File: config.mk
export PLATFORM = sky130hd
export DESIGN_NAME = aud_rmm_arb
export DESIGN_NICKNAME = d
export VERILOG_FILES = /design/src/rtl/aud_rmm_arb.sv
export SDC_FILE = /design/constraint.sdc
export NUM_CORES = 1
export LEC_CHECK = 0
export ABC_AREA = 1
export BUFFER_PORTS_ARGS = -buffer_cell sky130_fd_sc_hd__buf_2
export CAP_MARGIN = 15
export CORE_AREA = 2 2 162 164
export DETAILED_ROUTE_END_ITERATION = 6
export DIE_AREA = 0 0 164 166
export SLEW_MARGIN = 20
export SYNTH_ARGS = -nofsm -noshare
export SYNTH_HDL_FRONTEND = slang
export SYNTH_HIERARCHICAL = 1
export SYNTH_SLANG_ARGS = --single-unit
File: constraint.sdc
create_clock -name aud_ck -period 2.7 [get_ports aud_ck]
set_clock_uncertainty 0.1 [all_clocks]
set_input_delay 0 -clock aud_ck [delete_from_list [all_inputs] [get_ports aud_ck]]
set_output_delay 0 -clock aud_ck [all_outputs]
set_load 0.02 [all_outputs]
File: src/rtl/aud_rmm_arb.sv
// Round-robin sequencer sharing one aud_rmm engine among NUM_REQ requesters.
// Optional WAIT watchdog enabled by defining AUD_RMM_ARB_TIMEOUT_EN.

module aud_rmm_arb_lane #(
  parameter int IW   = 2,
  parameter int LANE = 0
) (
  input  logic          aud_ck,
  input  logic          rst_n,
  input  logic          resp_d,
  input  logic [IW-1:0] gnt_d,
  output logic          done
);
  logic done_d, done_q;

  always_comb done_d = resp_d && (gnt_d == IW'(LANE));

  always_ff @(posedge aud_ck or negedge rst_n)
    if (!rst_n) done_q <= 1'b0;
    else        done_q <= done_d;

  assign done = done_q;
endmodule

module aud_rmm_arb #(
  parameter int NUM_REQ        = 4,
  parameter int TIMEOUT_CYCLES = 1024
) (
  input  logic                     aud_ck,
  input  logic                     rst_n,
  input  logic [NUM_REQ-1:0]       req_valid,
  input  logic [NUM_REQ-1:0]       req_we,
  input  logic [NUM_REQ-1:0][1:0]  req_size,
  input  logic [NUM_REQ-1:0][31:0] req_addr,
  input  logic [NUM_REQ-1:0][31:0] req_wdata,
  output logic [NUM_REQ-1:0]       req_done,
  output logic                     req_err,
  output logic [31:0]              req_rdata,
  output logic                     busy,
  output logic                     rmm_rst,
  output logic                     rmm_we,
  output logic                     rmm_re,
  output logic [1:0]               rmm_size,
  output logic [31:0]              rmm_addr,
  output logic [31:0]              rmm_wdata,
  output logic                     rmm_data_oe,
  input  logic [31:0]              rmm_rdata,
  input  logic                     rmm_done,
  input  logic                     rmm_err
);
  localparam int IW = (NUM_REQ > 1) ? $clog2(NUM_REQ) : 1;

  localparam logic [1:0] S_IDLE  = 2'd0;
  localparam logic [1:0] S_ISSUE = 2'd1;
  localparam logic [1:0] S_WAIT  = 2'd2;
  localparam logic [1:0] S_RESP  = 2'd3;

  logic [1:0]    state_d, state_q;
  logic [IW-1:0] rr_ptr_d, rr_ptr_q;
  logic [IW-1:0] gnt_d, gnt_q;
  logic          we_d, we_q;
  logic [1:0]    size_d, size_q;
  logic [31:0]   addr_d, addr_q;
  logic [31:0]   wdata_d, wdata_q;
  logic          err_d, err_q;
  logic [31:0]   rdata_d, rdata_q;
  logic          rmm_we_d, rmm_we_q;
  logic          rmm_re_d, rmm_re_q;
  logic          oe_d, oe_q;
  logic          busy_d, busy_q;
  logic          resp_d;

  logic          found;
  logic [IW-1:0] win, cand;

  // Scan starts one past the last winner, so the last winner is lowest priority.
  always_comb begin
    found = 1'b0;
    win   = '0;
    cand  = '0;
    for (int i = 1; i <= NUM_REQ; i++) begin
      cand = IW'((int'(rr_ptr_q) + i) % NUM_REQ);
      if (!found && req_valid[cand]) begin
        found = 1'b1;
        win   = cand;
      end
    end
  end

`ifdef AUD_RMM_ARB_TIMEOUT_EN
  logic [15:0] wcnt_d, wcnt_q;
  logic        abort_d, abort_q;
`endif

  always_comb begin
    state_d  = state_q;
    rr_ptr_d = rr_ptr_q;
    gnt_d    = gnt_q;
    we_d     = we_q;
    size_d   = size_q;
    addr_d   = addr_q;
    wdata_d  = wdata_q;
    err_d    = err_q;
    rdata_d  = rdata_q;
    rmm_we_d = 1'b0;
    rmm_re_d = 1'b0;
    oe_d     = 1'b0;
`ifdef AUD_RMM_ARB_TIMEOUT_EN
    wcnt_d   = wcnt_q;
    abort_d  = 1'b0;
`endif
    case (state_q)
      S_IDLE: if (found) begin
        gnt_d   = win;
        we_d    = req_we[win];
        size_d  = req_size[win];
        addr_d  = req_addr[win];
        wdata_d = req_wdata[win];
        if (req_size[win] == 2'd3) begin
          // Illegal size never reaches the engine.
          state_d = S_RESP;
          err_d   = 1'b1;
          rdata_d = '0;
        end else begin
          state_d  = S_ISSUE;
          rmm_we_d = req_we[win];
          rmm_re_d = ~req_we[win];
          oe_d     = 1'b1;
        end
      end
      S_ISSUE: begin
        state_d = S_WAIT;
`ifdef AUD_RMM_ARB_TIMEOUT_EN
        wcnt_d  = '0;
`endif
      end
      S_WAIT: begin
        if (rmm_done) begin
          state_d = S_RESP;
          err_d   = rmm_err;
          rdata_d = we_q ? 32'd0 : rmm_rdata;
        end
`ifdef AUD_RMM_ARB_TIMEOUT_EN
        else if (wcnt_q == 16'(TIMEOUT_CYCLES - 1)) begin
          state_d = S_RESP;
          err_d   = 1'b1;
          rdata_d = '0;
          abort_d = 1'b1;
        end else begin
          wcnt_d  = wcnt_q + 16'd1;
        end
`endif
      end
      default: begin
        rr_ptr_d = gnt_q;
        state_d  = S_IDLE;
      end
    endcase
    busy_d = (state_d != S_IDLE);
    resp_d = (state_d == S_RESP);
  end

  always_ff @(posedge aud_ck or negedge rst_n) begin
    if (!rst_n) begin
      state_q  <= S_IDLE;
      rr_ptr_q <= IW'(NUM_REQ - 1);
      gnt_q    <= '0;
      we_q     <= 1'b0;
      size_q   <= '0;
      addr_q   <= '0;
      wdata_q  <= '0;
      err_q    <= 1'b0;
      rdata_q  <= '0;
      rmm_we_q <= 1'b0;
      rmm_re_q <= 1'b0;
      oe_q     <= 1'b0;
      busy_q   <= 1'b0;
    end else begin
      state_q  <= state_d;
      rr_ptr_q <= rr_ptr_d;
      gnt_q    <= gnt_d;
      we_q     <= we_d;
      size_q   <= size_d;
      addr_q   <= addr_d;
      wdata_q  <= wdata_d;
      err_q    <= err_d;
      rdata_q  <= rdata_d;
      rmm_we_q <= rmm_we_d;
      rmm_re_q <= rmm_re_d;
      oe_q     <= oe_d;
      busy_q   <= busy_d;
    end
  end

`ifdef AUD_RMM_ARB_TIMEOUT_EN
  always_ff @(posedge aud_ck or negedge rst_n) begin
    if (!rst_n) begin
      wcnt_q  <= '0;
      abort_q <= 1'b0;
    end else begin
      wcnt_q  <= wcnt_d;
      abort_q <= abort_d;
    end
  end
  assign rmm_rst = ~rst_n | abort_q;
`else
  assign rmm_rst = ~rst_n;
`endif

  for (genvar g = 0; g < NUM_REQ; g++) begin : g_lane
    aud_rmm_arb_lane #(.IW(IW), .LANE(g)) u_lane (
      .aud_ck (aud_ck),
      .rst_n  (rst_n),
      .resp_d (resp_d),
      .gnt_d  (gnt_d),
      .done   (req_done[g])
    );
  end

  assign req_err     = err_q;
  assign req_rdata   = rdata_q;
  assign busy        = busy_q;
  assign rmm_we      = rmm_we_q;
  assign rmm_re      = rmm_re_q;
  assign rmm_size    = size_q;
  assign rmm_addr    = addr_q;
  assign rmm_wdata   = wdata_q;
  assign rmm_data_oe = oe_q;
endmodule

**Word-level counts from Yosys, hierarchy flattened**

Cells that the tools add are included.

- ROM bits: 0
- Bits in latches: 0
- Memories kept: 0
- Output and inout port bits: 108
- Flip-flop bits (word level): 114
- Word-level logic and storage cells: 103
- Bits in writable memories: 0
- Input bits: 308

- Div/mod/pow operators: 0
- Bitwise logic cells: 2
- Mux-type cells: 48
- Reductions and logical operators: 17
- Shift operators: 0
- Add/subtract/negate cells: 4
- $mul: 0
- Equality and inequality tests: 10
- $lt $le $gt $ge: 5

Operators by type and width:

| cell | number |
|---|---|
| 32-bit 2-to-1 mux | 6 |
| 32-bit binary-select mux with 2-bit select | 2 |
| 32-bit case mux with 2 select lines | 1 |
| 1-bit 2-to-1 mux | 21 |
| 2-bit 2-to-1 mux | 10 |
| 2-bit by 3-bit < comparator with 1-bit output, second input constant | 5 |
| 1-bit binary-select mux with 2-bit select | 5 |
| 2-bit equality test, second input constant | 5 |
| 1-bit logical AND | 7 |
| 2-bit inequality test, second input constant | 3 |
| 2-bit case mux with 3 select lines | 1 |
| 2-bit by 1-bit adder with 2-bit output, second input constant | 2 |
| 2-bit adder, second input constant | 2 |
| 2-bit binary-select mux with 2-bit select | 1 |
| 2-bit by 1-bit equality test with 1-bit output, second input constant | 2 |
| 2-bit zero test | 2 |
| 4-bit AND reduction | 1 |
| 2-bit nonzero test | 2 |
| 1-bit zero test | 3 |
| 3-bit OR reduction | 1 |
| 1-bit NOT | 2 |
| 1-bit case mux with 2 select lines | 1 |
| 2-bit AND reduction | 1 |

**Depth between registers and ports, before layout**

- Depth after elaboration: 21
- Depth in mapped cells: 19
- Gate-level depth less buffers: 18

**Modules after synthesis**

The synthesis kept the hierarchy.

Modules (own cells, without submodules):

| module | times used | sequential area each (µm²) | area an instance (µm²) | cells each |
|---|---|---|---|---|
| aud_rmm_arb | 1 | 2755.1 | 6486.2 | 911 |
| aud_rmm_arb_lane at g_lane[0].u_lane ... | 2 | 25.0 | 38.8 | 4 |
| aud_rmm_arb_lane at g_lane[1].u_lane ... | 2 | 25.0 | 35.0 | 3 |

**Worst setup path after synthesis**

OpenSTA, ideal clock, no wires.

- Path kind: flip-flop to flip-flop
- From: reg rr_ptr_q[0]
- To: reg g_lane[1].u_lane.done_q
- Library setup time: 70 ps
- Stages on the path, launching flop included: 19
- Path buffers: 2
- Path slack: 389 ps
- Period minus slack after synthesis: 2311 ps
- Required time: 2530 ps
- Data arrival time: 2141 ps
- Cells stage by stage: dfstp_2 buf_4 nand2_1 nand2_1 nand2_1 nand2_1 inv_1 nand3_1 inv_1 a21oi_4 nand3_1 nand2_1 nand2_2 nand2_4 nand2_4 buf_6 inv_1 nand2_1 nor2_2

- Word-level cells in the longest chain between the ends: 21
- Elaborated cells on any way between the ends: 37
- Those cells by class: add/sub (4); eq/ne (3); mux (23); reduce/logical (7)

RTL lines:

| element | line | source |
|---|---|---|
| from (decl) | 59 | `logic [IW-1:0] rr_ptr_d, rr_ptr_q;` |
| from (signal assigned) | 166 | `rr_ptr_q <= IW'(NUM_REQ - 1);` |
| from (signal assigned) | 180 | `rr_ptr_q <= rr_ptr_d;` |
| 2-bit by 1-bit adder with 2-bit output | 82 | `cand = IW'((int'(rr_ptr_q) + i) % NUM_REQ);` |
| 1-bit binary-select mux with 2-bit select | 83 | `if (!found && req_valid[cand]) begin` |
| 1-bit 2-to-1 mux (implied by the code) | 83 |  |
| 1-bit 2-to-1 mux | 83 |  |
| 1-bit zero test | 83 |  |
| 1-bit logical AND | 83 |  |
| 1-bit 2-to-1 mux | 83 |  |
| 1-bit zero test | 83 |  |
| (+7 left out) | - |  |
| 2-bit equality test | 119 | `if (req_size[win] == 2'd3) begin` |
| 2-bit 2-to-1 mux | 119 |  |
| 2-bit 2-to-1 mux (*) | 113 | `S_IDLE: if (found) begin` |
| 2-bit case mux with 3 select lines (*) | 112 | `case (state_q)` |
| 2-bit equality test (*) | 160 | `resp_d = (state_d == S_RESP);` |
| via resp_d | 71 | `logic resp_d;` |
| 1-bit logical AND (*) | 16 | `always_comb done_d = resp_d && (gnt_d == IW'(LANE));` |
| via g_lane[1].u_lane.done_d | 14 | `logic done_d, done_q;` |
| to (signal assigned) | 20 | `else done_q <= done_d;` |
| to (decl) | 14 |  |

Mark *: on every way through the listed nets, which the timed path passes. The rest lies on a longest branch. The select of a mux whose other input is x is not followed.
A chain may end at the register's enable or synchronous reset.

**Final worst setup path**

- From: reg rr_ptr_q[0]
- To: reg wdata_q[23], in the netlist rmm_wdata[23]

- Word-level cells in the longest chain between the ends: 15
- Elaborated cells on any way between the ends: 29
- Those cells by class: add/sub (4); mux (18); reduce/logical (7)

RTL lines:

| element | line | source |
|---|---|---|
| 2-bit by 1-bit adder with 2-bit output | 82 |  |
| 1-bit binary-select mux with 2-bit select | 83 |  |
| 1-bit 2-to-1 mux (implied by the code) | 83 |  |
| 1-bit 2-to-1 mux | 83 |  |
| 1-bit zero test | 83 |  |
| 1-bit logical AND | 83 |  |
| 1-bit 2-to-1 mux | 83 |  |
| 1-bit zero test | 83 |  |
| 1-bit logical AND | 83 |  |
| 1-bit 2-to-1 mux | 83 |  |
| 1-bit zero test | 83 |  |
| 1-bit logical AND | 83 |  |
| 2-bit 2-to-1 mux | 83 |  |
| 32-bit binary-select mux with 2-bit select | 118 | `wdata_d = req_wdata[win];` |
| 32-bit 2-to-1 mux (implied by the code) | 118 |  |
| to (signal assigned) | 185 | `wdata_q <= wdata_d;` |
| to (decl) | 64 | `logic [31:0] wdata_d, wdata_q;` |

Parallel ways exist; a longest one is shown, timed or not. The select of a mux whose other input is x is not followed.

==> results_dict.tcl <==
set metrics [dict create \
    cts_tree "built" \
    fin_util 0.501 \
    nFillCells 2373 \
    crit_start "rr_ptr_q[0]$_DFFE_PN1N_" \
    area_delta_synth_final_pct 93.6 \
    num_rows 59 \
    yosysSeqAreaShare 0.430 \
    hp-class "in2async" \
    whs_ns 0.0129 \
    yosysUniqueCellTypes 26 \
    wirelength_um 32000 \
    grt_max_degree 57 \
    drv_slew 0 \
    synth_seq_cells 114 \
    pin_count 416 \
    period_share 0.952 \
    drv_cap 0 \
    grt_use_total 0.228 \
    globalRouteOverflowTotal 0 \
    core_area_um2 25600 \
    end_kind "register" \
    setup_tns_ns 0 \
    place_hpwl_um 19200 \
    slew_headroom 0.623 \
    cts_root_buf "clkbuf_16" \
    place_congestion 0.921 \
    status "finished clean" \
    routed_via_density 4.90 \
    ys_warn_count 6 \
    grt_pass1_wl_um 49100 \
    synth_nets 1233 \
    grt_pass1_vias 10000 \
    mappedNetlistArea_um2 6630 \
    antenna_left 0 \
    cts.sinks 114 \
    crit_type "reg2reg" \
    worst_pin_slew_ns 0.565 \
    setup_viol 0 \
    r2r_start "rr_ptr_q[0]$_DFFE_PN1N_" \
    power_density_nw_per_um2 1230 \
    p_leak_nw 6.59 \
    dp_worst_setup_slack_ns 0.205 \
    drive_gt1_frac 0.314 \
    final_common_cell "buf_2" \
    setup_ws_ns 0.129 \
    crit_required_ns 2.91 \
    clock.fmax_mhz 389 \
    cts.reportedPaths.clkPinSlew_ns 0.06 \
    die_y_um 166 \
    worstSetupEndpoint "rmm_wdata[23]$_DFFE_PN0P_" \
    cts_buffer_depth 2 \
    fin_nets 1933 \
    final_cell_mix "buf_2 (414), dlygate4sd3_1 (302), nand2_1 (223)" \
    postPlaceCellArea_um2 9130 \
    cp-start-kind "register" \
    avgSynthCellArea_um2 7.17 \
    numCtsBuffers 17 \
    route.detailed.drc 0 \
    ir_drop_mv 0.783 \
    hold_viol 0 \
    fin_area_um2 12800 \
    worstRegToRegCells 14 \
    h-tree-depth 4 \
    wl_per_cell_um 16.2 \
    syn_inst 925 \
    drtIter0Drc 593 \
    rrSetupSlack_ns 0.13 \
    finalCriticalPeriod_ns 2.57 \
    cp_data_arrival_time_ns 2.78 \
    critPathMaxFanout 43 \
    antenna_found_initial 2 \
    die_w_um 164 \
    drt_first_pass_iters 5 \
    vias 9673 \
    die_area_um2 27200 \
    reg2reg_to "rmm_wdata[23]$_DFFE_PN0P_" \
    insertion_delay_ns 0.40 \
    portBuffers 415 \
    initial_core_util 0.259 \
]
==> sequential cells by signal (all words and copies together), names as in the netlist, 2 cells and up <==
| name | flops |
|---|---|
| req_rdata | 32 |
| g_lane.u_lane/done | 4 |
| state_q | 2 |
| gnt_q | 2 |
| rmm_wdata | 32 |
| rmm_addr | 32 |
| rmm_size | 2 |
| rr_ptr_q | 2 |
==> critical path: stages, from the launching register on <==
cell and delay, ns:
dfstp_2 0.61, buf_6 0.15, nand2_1 0.05, nand2_1 0.10, nand2_2 0.07, nand2_2 0.08
inv_1 0.07, nand3_4 0.12, nand3_4 0.18, inv_6 0.19, buf_12 0.22, nor2_1 0.06
nor2_1 0.18, o21ai_0 0.13, o211ai_1 0.12
==> metrics by stage <==
step,cells,total power [mW]
3_3_place_gp,1635,12.5
3_5_place_dp,1635,12.6
2_1_floorplan,925,9.57
4_1_cts,1969,15.4
5_1_grt,1975,16.9
6_report,1975,15.7
==> power breakdown <==
group / switching, mW / leakage [nW] / total (mW) / internal (mW)
combinational: 6.94 / 4.87 / 10.6 / 3.67
sequential: 0.362 / 1.44 / 2.83 / 2.47
clock: 0.900 / 0.285 / 2.30 / 1.40
total: 8.20 / 6.59 / 15.7 / 7.54
==> Yosys cell counts, drive strengths merged <==
| cell type | n | area share |
|---|---|---|
| inv | 61 | 0.035 |
| dfrtp | 112 | 0.42 |
| nor2 | 182 | 0.11 |
| a21oi | 5 | 0.0055 |
| o221ai | 32 | 0.042 |
| buf | 34 | 0.029 |
| nand2 | 243 | 0.14 |
| o21ai | 100 | 0.075 |
| o211ai | 42 | 0.048 |
| a31oi | 2 | 0.0019 |
| o22ai | 22 | 0.021 |
| o21a | 1 | 0.0011 |
| clkbuf | 33 | 0.019 |
| dfstp | 2 | 0.0079 |
| nand3 | 54 | 0.045 |
==> how the worst min path moves through the flow <==
stage,from,end,slack [ns],cells past startpoint
after detailed placement,rst_n,rmm_wdata[24]$_DFFE_PN0P_,-0.08,1
after floorplan,rst_n,busy$_DFF_PN0_,-0.40,0
final,rst_n,rmm_wdata[24]$_DFFE_PN0P_,0.01,2
after global routing,req_wdata[103],rmm_wdata[7]$_DFFE_PN0P_,0.04,5
after CTS,req_wdata[103],rmm_wdata[7]$_DFFE_PN0P_,0.009,5
after global placement,rst_n,rmm_wdata[24]$_DFFE_PN0P_,-0.08,1
==> layer usage <==
metal | track usage | routed length [um] | share of wire
met5 | 0 | 0 | 0
met1 | 0.243 | 11900 | 0.37
met2 | 0.394 | 15600 | 0.49
met4 | 0.146 | 1950 | 0.061
met3 | 0.0634 | 2540 | 0.080
==> cell families (layout without fill, tap and decap cells) <==
| group | Yosys count | in the layout | synth area share |
|---|---|---|---|
| AO/OA/AOI/OAI | 204 | 204 | 0.194 |
| buffers and inverters | 128 | 841 | 0.0826 |
| flip-flops | 114 | 114 | 0.430 |
| other | 0 | 2 | 0 |
| AND/OR/NAND/NOR | 479 | 479 | 0.293 |
==> timing repair <==
item,4_1_cts,5_1_grt
setup endpoints to repair,0,36
hold buffers,302,0
setup buffers,0,4
gates resized for setup,0,21
hold endpoints to repair,215,0
==> final cells by class <==
cell class	instances	area [um2]	share of cell area
Antenna cell	2	5.00	0.000390
Sequential cell	114	2860	0.222
Timing Repair Buffer	748	5460	0.425
Clock buffer	19	443	0.0345
Inverter	61	236	0.0184
Clock inverter	13	150	0.0117
Tap cell	335	419	0.0326
Multi-Input combinational cell	683	3270	0.255
(Power assumes the default switching activity.)
